<file path="src/rtl/alu_pkg.sv">
// Shared ALU definitions: op codes, sequencer states and default width.
// Used by both the sequencer and the ALU sitting beside it.
package alu_pkg;

  localparam int N_DEF = 16;

  typedef enum logic [1:0] {
    OP_SUMA    = 2'b00,
    OP_SHIFT_D = 2'b01,
    OP_RESTA   = 2'b10,
    OP_SHIFT_I = 2'b11
  } alu_op_e;

  typedef enum logic [1:0] {
    IDLE = 2'b00,
    EXEC = 2'b01,
    DONE = 2'b10
  } seq_state_e;

endpackage

</file>
<file path="src/rtl/alu_sequencer.sv">
// Command sequencer for an external ALU: latch operands, capture the
// result one cycle later, hold it until the consumer takes it.
module alu_sequencer
  import alu_pkg::*;
#(
  parameter int N = N_DEF
) (
  input  logic         i_clk,
  input  logic         i_rst_n,
  input  logic         i_valid,
  output logic         o_ready,
  input  logic [1:0]   i_op,
  input  logic [N-1:0] i_opa,
  input  logic [N-1:0] i_opb,
  input  logic         i_use_acc,
  input  logic         i_clr_acc,
  output logic [N-1:0] o_alu_a,
  output logic [N-1:0] o_alu_b,
  output logic [1:0]   o_alu_control,
  input  logic [N-1:0] i_alu_q,
  input  logic         i_alu_mayor,
  output logic         o_valid,
  input  logic         i_ready,
  output logic [N-1:0] o_result,
  output logic         o_carry,
  output logic         o_parity,
  output logic [N-1:0] o_acc,
  output logic [7:0]   o_count
);

  seq_state_e state;
  seq_state_e state_nxt;

  logic accept;
  logic take;

  assign accept = (state == IDLE) && i_valid;
  assign take   = (state == DONE) && i_ready;

  always_ff @(posedge i_clk or negedge i_rst_n) begin
    if (!i_rst_n) state <= IDLE;
    else          state <= state_nxt;
  end

  always_comb begin
    state_nxt = state;
    unique case (state)
      IDLE:    if (i_valid) state_nxt = EXEC;
      EXEC:    state_nxt = DONE;
      DONE:    if (i_ready) state_nxt = IDLE;
      default: state_nxt = IDLE;
    endcase
  end

  // Handshake outputs depend on state alone, never on the inputs.
  always_comb begin
    o_ready = 1'b0;
    o_valid = 1'b0;
    unique case (1'b1)
      (state == IDLE): o_ready = 1'b1;
      (state == DONE): o_valid = 1'b1;
      default: ;
    endcase
  end

  always_ff @(posedge i_clk or negedge i_rst_n) begin
    if (!i_rst_n) begin
      o_alu_a       <= '0;
      o_alu_b       <= '0;
      o_alu_control <= '0;
      o_result      <= '0;
      o_carry       <= 1'b0;
      o_parity      <= 1'b0;
      o_acc         <= '0;
      o_count       <= '0;
    end else begin
      // Operand A samples the accumulator before any same-edge clear.
      if (accept) begin
        o_alu_a       <= i_use_acc ? o_acc : i_opa;
        o_alu_b       <= i_opb;
        o_alu_control <= i_op;
      end
      if (state == EXEC) begin
        o_result <= i_alu_q;
        o_acc    <= i_alu_q;
        o_parity <= i_alu_q[0];
        o_carry  <= (o_alu_control == OP_SUMA)
                    ? i_alu_mayor : 1'b0;
      end else if (i_clr_acc) begin
        o_acc <= '0;
      end
      if (take) o_count <= o_count + 8'd1;
    end
  end

endmodule

</file>
<file path="config.mk">
export PLATFORM = sky130hd
export DESIGN_NAME = alu_sequencer
export DESIGN_NICKNAME = d
export VERILOG_FILES = /design/src/rtl/alu_pkg.sv /design/src/rtl/alu_sequencer.sv
export SDC_FILE = /design/constraint.sdc
export NUM_CORES = 1
export LEC_CHECK = 0
export BUFFER_PORTS_ARGS = -buffer_cell sky130_fd_sc_hd__buf_2
export CORE_AREA = 2 2 89 91
export CTS_CLUSTER_DIAMETER = 120
export DETAILED_ROUTE_END_ITERATION = 8
export DIE_AREA = 0 0 91 93
export PLACE_DENSITY = 0.74
export SETUP_SLACK_MARGIN = 0.4
export SLEW_MARGIN = 20
export SYNTH_ARGS = -nofsm -noshare
export SYNTH_HDL_FRONTEND = slang
export SYNTH_SLANG_ARGS = --single-unit
export TNS_END_PERCENT = 1
</file>
<file path="constraint.sdc">
create_clock -name i_clk -period 1.7 [get_ports i_clk]
set_clock_uncertainty 0.2 [all_clocks]
set_input_delay 0.085 -clock i_clk [delete_from_list [all_inputs] [get_ports i_clk]]
set_output_delay 0.085 -clock i_clk [all_outputs]
set_load 0.005 [all_outputs]
</file>
==> results.cfg <==
[timing]
fin_crit_ns = 1.588
tightestPinTransition_ns = 0.5005
fmax_ghz = 0.6298
final_hold_viol_count = 0
finalMaxSlewViolations = 0
fin_tns_setup_ns = 0
max_slew_margin_pct = 66.63
fin_crit_sh_pct = 93.40
rsz0062_at_grt = yes
setup_viol = 0

[route]
drt_pass1_iterations = 4
routed.top_layer = met4
vias = 2675
wl_met2_mm = 4.579
wl_mm = 8.849
drc = 0
routedWlPerCell_um = 15.80
dr_wl_met3_um = 489
drtIter0Drc = 114
detail-route-antenna-nets = 0
m1WireLength_mm = 3.600
vias_per_cell = 4.777

[cts]
cts.sinks = 77
cts_buffer_depth = 2
clk_latency_ns = 0.34
numCtsBuffers = 9
cts_tree = yes
clk_pin_slew_ns = 0.08
htreeDepth = 3
cts_root_buf = clkbuf_8

[logic_synthesis]
synth-adder-area-share_pct = 0.4047
yosysSeqAreaShare_pct = 62.32
synth-compound-area-share_pct = 7.568
syn_nets = 311
ys_types = 24
synth_mux_area_share_pct = 12.10
synth-simple-area-share_pct = 12.14
synthesis.area_um2 = 3092
synth_warnings = 0
synth_top_family_by_area = simple AND/OR/NAND/NOR gates
synth_xor_xnor_area_share_pct = 1.983
avgSynthCellArea_um2 = 12.22
synthCells = 253
synth_seq_cells = 77

[cells_and_area]
final_core_util_pct = 64.69
drive_gt1_share_pct = 41.92
area_growth_pct = 57.51
fillers = 614
antenna_cells = 0
fin_nets = 511

[pwr]
power_density_nw_per_um2 = 1589
seqPwrFrac_pct = 41.0
p_sw_mw = 2.589
swShare_pct = 33.45
peakVddDrop_mv = 0.9810
intPower_mw = 5.151
p_clk_share_pct = 17.9
p_leak_nw = 2.561
combPwrFrac_pct = 41.1

[global_routing]
grt_overflow = 0
grt_pass1_wl_mm = 13.14
grt_max_degree = 34
grt_pass1_vias = 2661
antenna_found_initial = 0
grt_util_all_layers_pct = 19.91

[die]
row_count = 32
initial_core_util_pct = 41.07
chipHeight_um = 93
core_area_um2 = 7527
io_pins = 135
die_w_um = 91
die-area_um2 = 8463

[setup_path]
r2r-start = state[0]$_DFFE_PN0P_
critPathCaptureType = flop
cp_data_arrival_time_ns = 1.61
reg2reg_to = o_alu_b[1]$_DFFE_PN0P_
worstPathRequired_ns = 1.73
ff2ff_setup_slack_ns = 0.11
startpoint_type = flop
reg2regPathDepth = 4
crit_fanout = 6
critPathKind = reg2reg

[placed_design]
gp_congestion = 0.7745
dp_hpwl_mm = 5.123
io_buffer_count = 134

[run_status]
status = complete, no violations

[run]
max-cap-violations = 0

[hold_path]
hold_class = in2async
synth_stat cells, drive strengths merged:
library cell	count	area share, %
nand2	51	6.2
and3	1	0.20
inv	1	0.12
nand2b	2	0.40
a22o	17	4.8
nor2	20	2.7
nor4	1	0.40
mux2	19	6.9
a21oi	16	2.6
nand3b	1	0.65
ha	1	0.40
nor2b	1	0.20
nor3b	1	0.61
o21ai	1	0.16
nand3	2	0.32
mux2i	16	5.2
xnor2	1	0.28
buf	15	3.4
xor2	6	1.7
dfrtp	77	62
nor3	3	0.49
repair_timing:
item	4_1_cts	5_1_grt
resized for setup	5	19
endpoints found under the hold margin	150	0
pin swaps	1	1
gates cloned	2	2
setup buffers	4	1
hold buffers	54	0
endpoints found under the setup margin	74	76
worst max path at each step:
stage | from | endpoint | slack [ns]
3_5_place_dp | state[0]$_DFFE_PN0P_ | o_alu_b[7]$_DFFE_PN0P_ | 0.05
3_3_place_gp | state[0]$_DFFE_PN0P_ | o_alu_b[7]$_DFFE_PN0P_ | 0.09
2_1_floorplan | state[1]$_DFFE_PN0P_ | o_alu_b[0]$_DFFE_PN0P_ | 0.13
5_1_grt | state[0]$_DFFE_PN0P_ | o_alu_b[1]$_DFFE_PN0P_ | 0.06
6_report | state[0]$_DFFE_PN0P_ | o_alu_b[1]$_DFFE_PN0P_ | 0.11
4_1_cts | state[1]$_DFFE_PN0P_ | o_alu_b[7]$_DFFE_PN0P_ | 0.11
placed cells by master (no fill, tap or decap), types with 3 or more instances in the layout:
cell and n:
dlygate4sd3_1 54, nor3_1 3, buf_2 133, mux2_4 18
a22o_1 17, buf_12 5, dfrtp_1 75, a21oi_1 16
clkinv_2 3, xor2_1 6, nor2_1 19, buf_4 6
mux2i_1 16, clkbuf_8 10, nand2_1 51
power groups by stage:
| stage | Clock, mW | Combinational (mW) | Sequential, mW |
|---|---|---|---|
| after detailed placement | 0 | 2.56 | 3.18 |
| after floorplan | 0 | 1.28 | 3.22 |
| after global placement | 0 | 2.47 | 3.14 |
| after global routing | 1.49 | 3.48 | 3.28 |
| after CTS | 1.43 | 2.89 | 3.14 |
| final | 1.39 | 3.18 | 3.17 |
critical path, stage by stage, from the launching register on:
cell	delay [ns]
dfrtp_2	0.43
nor3b_4	0.23
buf_12	0.17
clkbuf_16	0.15
mux2_4	0.29
metrics by stage:
step	std cells	setup slack [ns]	instance area (µm²)	power [mW]	hold WS, ns
3_5_place_dp	481	0.05408	3882	5.736	-0.1409
2_1_floorplan	253	0.1331	3093	4.496	-0.4106
3_3_place_gp	481	0.08684	3882	5.616	-0.1429
6_report	560	0.1121	4870	7.740	0.05449
4_1_cts	557	0.1107	4737	7.460	0.02331
5_1_grt	560	0.05837	4870	8.247	0.08803
metal layers:
| layer | vias up | GRT usage, % |
|---|---|---|
| met1 | 1282 | 23.58 |
| met4 | 0 | 9.343 |
| li1 | 1264 | - |
| met3 | 16 | 3.868 |
| met2 | 113 | 35.06 |
| met5 | - | 0 |
registers in the layout, indices dropped and copies added (netlist names):
register	cells
o_acc	16
o_alu_a	16
o_alu_b	16
o_result	16
o_count	8
o_alu_control	2
state	2
o_carry	1
cell families (layout without fill, tap and decap cells):
kind of cell / after synthesis / after routing
simple gates: 83 / 83
fa+ha+maj: 1 / 1
compound gates: 34 / 34
mux: 35 / 35
flops: 77 / 77
xor+xnor: 7 / 7
buf+inv: 16 / 221
cell type report:
class,instances,area [µm²],area share (%)
Sequential cell,77,1929,39.62
Timing Repair Buffer,204,1483,30.45
Multi-Input combinational cell,160,1127,23.15
Clock buffer,10,137.6,2.826
Tap cell,102,127.6,2.621
Clock inverter,6,61.31,1.259
Inverter,1,3.754,0.07708
(Power assumes the default switching activity.)
